$ cat config.mk
export PLATFORM = sky130hd
export DESIGN_NAME = signal_monitor_multi_flat
export DESIGN_NICKNAME = d
export VERILOG_FILES = /design/src/rtl/signal_monitor_multi_if.sv /design/src/rtl/signal_monitor_multi.sv /design/src/flat_wrapper.sv
export SDC_FILE = /design/constraint.sdc
export NUM_CORES = 1
export LEC_CHECK = 0
export BUFFER_PORTS_ARGS = -buffer_cell sky130_fd_sc_hd__buf_4
export CORE_MARGIN = 10
export CORE_UTILIZATION = 61
export CTS_CLUSTER_SIZE = 10
export DETAILED_ROUTE_END_ITERATION = 12
export PLACE_DENSITY = 0.85
export REMOVE_ABC_BUFFERS = 1
export SLEW_MARGIN = 40
export SYNTH_ARGS = -nofsm -noshare
export SYNTH_HDL_FRONTEND = slang
export SYNTH_SLANG_ARGS = --single-unit
$ cat constraint.sdc
create_clock -name clk -period 3.3 [get_ports clk]
set_input_delay 0.165 -clock clk [delete_from_list [all_inputs] [get_ports clk]]
set_output_delay 0.165 -clock clk [all_outputs]
set_load 0.1 [all_outputs]
$ cat src/rtl/signal_monitor_multi_if.sv
// Sensor-side bus for signal_monitor_multi:
// two channels, mode/ack in; status, control and alarm out.
interface signal_monitor_multi_if #(
  parameter int WIDTH = 4,
  parameter int CNT_W = 8
);
  logic [WIDTH-1:0] signal_a;
  logic [WIDTH-1:0] signal_b;
  logic [1:0]       mode_select;
  logic             alarm_ack;
  logic [2:0]       status_leds;
  logic [WIDTH-1:0] control_out;
  logic             alarm;
  logic [CNT_W-1:0] event_count;

  modport master (
    output signal_a,
    output signal_b,
    output mode_select,
    output alarm_ack,
    input  status_leds,
    input  control_out,
    input  alarm,
    input  event_count
  );

  modport slave (
    input  signal_a,
    input  signal_b,
    input  mode_select,
    input  alarm_ack,
    output status_leds,
    output control_out,
    output alarm,
    output event_count
  );
endinterface

$ cat src/rtl/signal_monitor_multi.sv
// Two-channel signal monitor: compare/sum/ramp/watch modes,
// persistence-qualified alarm with ack and saturating event counter.
module signal_monitor_multi #(
  parameter int WIDTH  = 4,
  parameter int THRESH = 3,
  parameter int HOLD   = 4,
  parameter int CNT_W  = 8
) (
  input logic clk,
  input logic reset,
  signal_monitor_multi_if.slave bus
);

  typedef enum logic [1:0] {
    IDLE  = 2'd0,
    ARMED = 2'd1,
    ALARM = 2'd2
  } state_t;

  localparam logic [WIDTH-1:0] TH     = WIDTH'(THRESH);
  localparam logic [8:0]       HOLD_V = 9'(HOLD);
  localparam logic [CNT_W-1:0] CMAX   = '1;

  state_t           state, state_n;
  logic [7:0]       pcnt, pcnt_n;
  logic [WIDTH-1:0] ramp;
  logic [WIDTH-1:0] a, b, diff;
  logic [WIDTH:0]   sum;
  logic             over, watch;
  logic [WIDTH-1:0] ctrl_n, ctrl_q;
  logic [2:0]       leds_n, leds_q;
  logic [CNT_W-1:0] evt_q;

  assign a     = bus.signal_a;
  assign b     = bus.signal_b;
  assign diff  = (a > b) ? a - b : b - a;
  assign over  = diff > TH;
  assign watch = bus.mode_select == 2'b11;
  assign sum   = {1'b0, a} + {1'b0, b};

  always_comb begin
    state_n = state;
    pcnt_n  = pcnt;
    case (state)
      IDLE: begin
        if (watch && over) begin
          pcnt_n  = 8'd1;
          state_n = (HOLD == 1) ? ALARM : ARMED;
        end else begin
          pcnt_n = 8'd0;
        end
      end
      ARMED: begin
        if (watch && over) begin
          if ({1'b0, pcnt} + 9'd1 == HOLD_V) begin
            state_n = ALARM;
            pcnt_n  = 8'd0;
          end else begin
            pcnt_n = pcnt + 8'd1;
          end
        end else begin
          state_n = IDLE;
          pcnt_n  = 8'd0;
        end
      end
      ALARM: begin
        // ack returns to IDLE only; re-qualification starts next edge
        if (bus.alarm_ack) begin
          state_n = IDLE;
          pcnt_n  = 8'd0;
        end
      end
      default: begin
        state_n = IDLE;
        pcnt_n  = 8'd0;
      end
    endcase
  end

  always_comb begin
    ctrl_n = '0;
    leds_n = 3'b000;
    unique case (bus.mode_select)
      2'b00: begin
        ctrl_n = (a > b) ? a : b;
        leds_n = {a > b, a == b, a < b};
      end
      2'b01: begin
        ctrl_n = sum[WIDTH-1:0];
        leds_n = {sum[WIDTH], sum[WIDTH-1:0] == '0, sum[WIDTH-1]};
      end
      2'b10: begin
        ctrl_n = ramp;
        leds_n = {&ramp, ramp == '0, ramp[0]};
      end
      2'b11: begin
        ctrl_n = diff;
        leds_n = {state_n == ALARM, state_n == ARMED, over};
      end
      default: begin
        ctrl_n = '0;
        leds_n = 3'b000;
      end
    endcase
  end

  always_ff @(posedge clk or negedge reset) begin
    if (!reset) begin
      state  <= IDLE;
      pcnt   <= 8'd0;
      ramp   <= '0;
      ctrl_q <= '0;
      leds_q <= 3'b000;
      evt_q  <= '0;
    end else begin
      state  <= state_n;
      pcnt   <= pcnt_n;
      ramp   <= (bus.mode_select == 2'b10) ? ramp + WIDTH'(1) : '0;
      ctrl_q <= ctrl_n;
      leds_q <= leds_n;
      if (state != ALARM && state_n == ALARM && evt_q != CMAX)
        evt_q <= evt_q + CNT_W'(1);
    end
  end

  assign bus.status_leds = leds_q;
  assign bus.control_out = ctrl_q;
  assign bus.alarm       = (state == ALARM);
  assign bus.event_count = evt_q;

endmodule

$ cat src/flat_wrapper.sv
// flat-port wrapper written by rule: the top's interface ports become plain ports
module signal_monitor_multi_flat 
#(
  parameter int WIDTH  = 4,
  parameter int THRESH = 3,
  parameter int HOLD   = 4,
  parameter int CNT_W  = 8
)
  (clk, reset, bus_signal_a, bus_signal_b, bus_mode_select, bus_alarm_ack, bus_status_leds, bus_control_out, bus_alarm, bus_event_count);
  signal_monitor_multi_if #(.WIDTH(WIDTH), .CNT_W(CNT_W)) bus_i ();
  input logic clk;
  input logic reset;
  input wire logic [$bits(bus_i.signal_a)-1:0] bus_signal_a;
  input wire logic [$bits(bus_i.signal_b)-1:0] bus_signal_b;
  input wire logic [$bits(bus_i.mode_select)-1:0] bus_mode_select;
  input wire logic [$bits(bus_i.alarm_ack)-1:0] bus_alarm_ack;
  output wire logic [$bits(bus_i.status_leds)-1:0] bus_status_leds;
  output wire logic [$bits(bus_i.control_out)-1:0] bus_control_out;
  output wire logic [$bits(bus_i.alarm)-1:0] bus_alarm;
  output wire logic [$bits(bus_i.event_count)-1:0] bus_event_count;
  assign bus_i.signal_a = bus_signal_a;
  assign bus_i.signal_b = bus_signal_b;
  assign bus_i.mode_select = bus_mode_select;
  assign bus_i.alarm_ack = bus_alarm_ack;
  assign bus_status_leds = bus_i.status_leds;
  assign bus_control_out = bus_i.control_out;
  assign bus_alarm = bus_i.alarm;
  assign bus_event_count = bus_i.event_count;
  signal_monitor_multi #(.WIDTH(WIDTH), .THRESH(THRESH), .HOLD(HOLD), .CNT_W(CNT_W)) u_core (.clk(clk), .reset(reset), .bus(bus_i));
endmodule
# Yosys cells after proc, flatten, opt, wreduce, memory -nomap -nowiden
# Cells that the tools add are included.
[word_totals] wordCells=51 register_bits=29 inputBits=13 out_inout_bits=16
[op_classes] add_sub_neg=7 n_mux=15 n_eq_ne=12 order_cmp=3 reduce_logical=8
[ops] cell="$mux 8" count=3
[ops] cell="$pmux 8 s3" count=1
[ops] cell="$add 8x1->8 const B" count=2
[ops] cell="$pmux 4 s4" count=1
[ops] cell="$mux 4" count=3
[ops] cell="$pmux 3 s4" count=1
[ops] cell="$add 8x1->9 const B" count=1
[ops] cell="$eq 9x3->1 const B" count=1
[ops] cell="$eq 2x2->1 const B" count=4
[ops] cell="$logic_not 4->1" count=2
[ops] cell="$mux 2" count=4
[ops] cell="$ne 8x8->1 const B" count=1
[ops] cell="$sub 4x4->4" count=2
[ops] cell="$eq 2x1->1 const B" count=3
[ops] cell="$pmux 2 s3" count=1
[ops] cell="$add 4x4->5" count=1
[ops] cell="$add 4x1->4 const B" count=1
[ops] cell="$eq 4x4->1" count=1
[ops] cell="$gt 4x2->1 const B" count=1
[ops] cell="$gt 4x4->1" count=1
[ops] cell="$logic_not 2->1" count=2
[ops] cell="$lt 4x4->1" count=1
[ops] cell="$ne 2x2->1 const B" count=2
[ops] cell="$reduce_and 4->1" count=1
[ops] cell="2 further kinds" count=4

# Longest topological paths before layout
[logic_depth] ltp_word=9 ltp_mapped=12 depth_no_buf=11

# Least setup slack after synthesis
# No wires, ideal clock.
[synth_timing] path_type="register -> register" startpoint="register u_core.state[0]" endpoint="register u_core.pcnt[0]" period_less_slack_ps=2446 arrival_time_ps=2380 setup_slack_ps=854 path_stages_with_launch=4 setup_time_ps=65 n_path_buf=0 required_ps=3235 path_cell_list="dfrtp_1 > nor2b_1 > nor2b_1 > a22o_1"
[synth_between] elab_chain_cells=2 word_cells_on_any_way=5 classes_between="3 x eq/ne; 1 x mux; 1 x reduce/logical"
[synth_lines] element="start: declaration" line_no="signal_monitor_multi.sv:24" text="state_t state, state_n;"
[synth_lines] element="start signal: assignment" line_no="signal_monitor_multi.sv:116" text="state <= state_n;"
[synth_lines] element="$eq 2x2->1 (*)"
[synth_lines] element="via bus_alarm" line_no="flat_wrapper.sv:19" text="output wire logic [$bits(bus_i.alarm)-1:0] bus_alarm;"
[synth_lines] element="$pmux 8 s3 or $ne 2x2->1 (tied branches)"
[synth_lines] element="end signal: assignment" line_no="signal_monitor_multi.sv:117" text="pcnt <= pcnt_n;"
[synth_lines] element="end: declaration" line_no="signal_monitor_multi.sv:25" text="logic [7:0] pcnt, pcnt_n;"
# Mark *: on every way through the listed nets, which the timed path passes. The rest lies on a longest branch.
# A chain may end at the register's enable or synchronous reset.

# Worst setup path after layout
[layout_timing] startpoint="input port bus_signal_a[0]" endpoint="register u_core.evt_q[1] (netlist: u_core.bus.event_count[1])"
[layout_between] elab_chain_cells=9 word_cells_on_any_way=12 classes_between="2 x add/sub; 2 x order compare; 1 x eq/ne; 4 x mux; 3 x reduce/logical"
[layout_lines] element="start: declaration" line_no="flat_wrapper.sv:13" text="input wire logic [$bits(bus_i.signal_a)-1:0] bus_signal_a;"
[layout_lines] element="$sub 4x4->4 or $gt 4x4->1 (tied branches)" line_no="signal_monitor_multi.sv:36" text="assign diff = (a > b) ? a - b : b - a;"
[layout_lines] element="$mux 4 (*)" line_no="signal_monitor_multi.sv:36"
[layout_lines] element="$gt 4x2->1 (*)" line_no="signal_monitor_multi.sv:37" text="assign over = diff > TH;"
[layout_lines] element="$logic_and 1x1->1 (*)" line_no="signal_monitor_multi.sv:46, signal_monitor_multi.sv:54"
[layout_lines] element="$mux 2 (on tied branches)" line_no="signal_monitor_multi.sv:54, signal_monitor_multi.sv:46"
[layout_lines] element="$pmux 2 s3 (*)" line_no="signal_monitor_multi.sv:44" text="case (state)"
[layout_lines] element="$eq 2x2->1 (*)" line_no="signal_monitor_multi.sv:121" text="if (state != ALARM && state_n == ALARM && evt_q != CMAX)"
[layout_lines] element="$logic_and 1x1->1 (*) (2 in series)" line_no="signal_monitor_multi.sv:121"
[layout_lines] element="end signal: assignment" line_no="signal_monitor_multi.sv:122" text="evt_q <= evt_q + CNT_W'(1);"
[layout_lines] element="end: declaration" line_no="signal_monitor_multi.sv:32" text="logic [CNT_W-1:0] evt_q;"
# Mark *: on every way between the ends. The rest lies on a longest branch, timed or not.

==> metrics.cfg <==
[critical_path]
crit_arrival_ns=2.50
reg2reg_depth=7
crit_chain=buf_4, inv_1, ha_1, inv_1, fa_1, a211oi_1, a211o_1, o211ai_2, o21bai_2, and3_1, mux2_4
cp-end-kind=register
crit_top_cell=inv_1
r2r-start=u_core.pcnt[0]
r2r_end=u_core.bus.event_count[1]
critPathSlowestCell=fa_1
start_kind=input port
crit_fanout=8
cp.buffers_inverters=3
crit_family=compound AO/OA/AOI/OAI gates
cpPeakStageDelay_ns=0.44
reg2reg_slack_ns=1.21
crit_type=input port to register
crit_required_ns=3.51

[flow_run]
drv_cap=0

[yosys]
syn_inst=193
synth_seq_area_share=0.3740
synthArstFlopShare=1.000
synth_cell_types=43
synth-edff-count=0
synth_ff_type=dfrtp_1
avgSynthCellArea_um2=10.05
ys_ff_latch=29
syn_area_mm2=0.001941
ys_warn_count=0

[clock_tree]
cts.sinks=29
cts_buffer_depth=2
htreeDepth=2
cts_made_buffers=5
clockRootBuffer=clkbuf_4
clk_pin_slew_ns=0.09
clock_latency_ns=0.32
cts_tree=done

[min_path]
hp-start=bus_mode_select[0]
holdPathStages=2
holdPathEnd=u_core.bus.control_out[0]
hold_class=input port to register

[drt]
drtAntennaViolNets=0
drc=0
drtIter0Drc=89
viasPerCell=5.593
routed_wl_um=4086
via_count=1499
detail_route.wl_per_cell_um=15.25
dr.pass1.iters=4

[placement]
io_buffers=28
place.gp.congestion=0.9567
dpl_worst_slack_ns=0.6840
hpwl_um=3216
post_dp_cell_area_mm2=0.002153
dp.cells=259

[sta]
rsz0062_at_grt=no
fin_crit_sh=0.6957
period_minus_slack_ns=2.296
maxSlewHeadroom=0.6235
finalClockSkew_ns=0.008630
timing.fmax_mhz=435.6
tns_ns=0
worst_pin_slew_ns=0.5626
final_max_slew_viol_count=0
setup_ws_ns=1.004
setup_viol=0
hold_viol=0

[die]
start_util=0.6357
die_y_um=76.41
die_w_um=76.41
num_rows=20
die_area_mm2=0.005838
fp.coreArea_mm2=0.003053
num_io_pins=29

[final_layout]
instances_no_fill=268
drive_gt1_frac=0.2009
final_common_cell=dfrtp_1
final_util=0.7246
layout.cells.most_common_list=dfrtp_1, buf_4, inv_1, nand2_1, ha_1
fin_nets=254
diodes=0
area_delta_synth_final_pct=13.99
postLayoutCellArea_mm2=0.002212

[grt]
antenna_found_initial=0
grtUsageTotal=0.1456
overflow=0
grt_pass1_vias=1623
grt_pass1_wl_um=7224
grt_max_degree=30

[pwr]
ir_drop_uv=161.9
p_leak_nw=1.074
p_per_area_mw_per_mm2=390.9

[outcome]
outcome=complete, no violations

synth_stat cells, drive strengths merged, types with 4 or more instances:
| library cell | number | share of area |
|---|---|---|
| inv | 16 | 0.031 |
| dfrtp | 29 | 0.37 |
| ha | 15 | 0.097 |
| mux4 | 4 | 0.046 |
| a21oi | 7 | 0.018 |
| nor2 | 14 | 0.027 |
| buf | 4 | 0.023 |
| nand2 | 15 | 0.029 |
| xor2 | 4 | 0.018 |
| xnor2 | 10 | 0.045 |
| o21ai | 11 | 0.028 |
| nor3 | 5 | 0.013 |
| and3 | 6 | 0.019 |
| nand3 | 7 | 0.021 |
cell families after synthesis:
logic type | Yosys count | synth area share
simple gates | 62 | 0.1670
compound gates | 39 | 0.1348
flops | 29 | 0.3740
buf+inv | 22 | 0.05803
fa+ha+maj | 18 | 0.1277
xor+xnor | 14 | 0.06318
mux | 9 | 0.07543
metal layers:
metal | GRT usage | vias to the layer above | wire [um]
met5 | 0 | - | 0
met4 | 0.05576 | 0 | 71
met3 | 0.03656 | 7 | 146
met2 | 0.2543 | 38 | 2071
met1 | 0.1659 | 720 | 1796
li1 | - | 734 | -
power breakdown:
group	leakage, nW	internal [mW]	switching (mW)
clock network	0.0265	0.0848	0.114
registers	0.390	0.372	0.00910
logic	0.657	0.0892	0.196
total	1.07	0.546	0.319
layout make-up:
class | instances | area [um2]
inverter | 16 | 60.06
timing repair buffer | 29 | 220.2
multi-input combinational | 142 | 1102
clock buffer | 8 | 48.80
fill | 237 | 840.8
tap | 44 | 55.05
sequential | 29 | 725.7
stage by stage:
stage / hold WS [ns] / power (mW)
global route: 0.1833 / 0.9110
CTS: 0.1650 / 0.8724
finish: 0.1600 / 0.8648
floorplan: -0.1306 / 0.5913
detailed placement: 0.1041 / 0.6722
global placement: 0.09579 / 0.6662
worst max path at each step:
stage / slack, ns / end / from / cells after the start
floorplan: 0.85 / u_core.pcnt[0] / u_core.state[0] / 3
global placement: 0.74 / u_core.bus.event_count[1] / bus_signal_a[0] / 11
detailed placement: 0.68 / u_core.bus.event_count[1] / bus_signal_a[0] / 11
CTS: 1.03 / u_core.bus.event_count[1] / bus_signal_a[0] / 11
global route: 0.88 / u_core.bus.event_count[7] / bus_signal_a[0] / 12
finish: 1.00 / u_core.bus.event_count[1] / bus_signal_a[0] / 11
sequential cells by signal, summed over array words and instances, names as in the netlist:
name	flops
u_core.bus.event_count	8
u_core.bus.control_out	4
u_core.state	2
u_core.pcnt	8
u_core.ramp	4
u_core.bus.status_leds	3
repair_timing:
action,4_1_cts,5_1_grt
setup buffers,0,0
resized for setup,0,0
hold endpoints to repair,29,0
endpoints found under the setup margin,0,0
hold buffers,1,0
No activity file was read; power rests on OpenSTA's default activity.
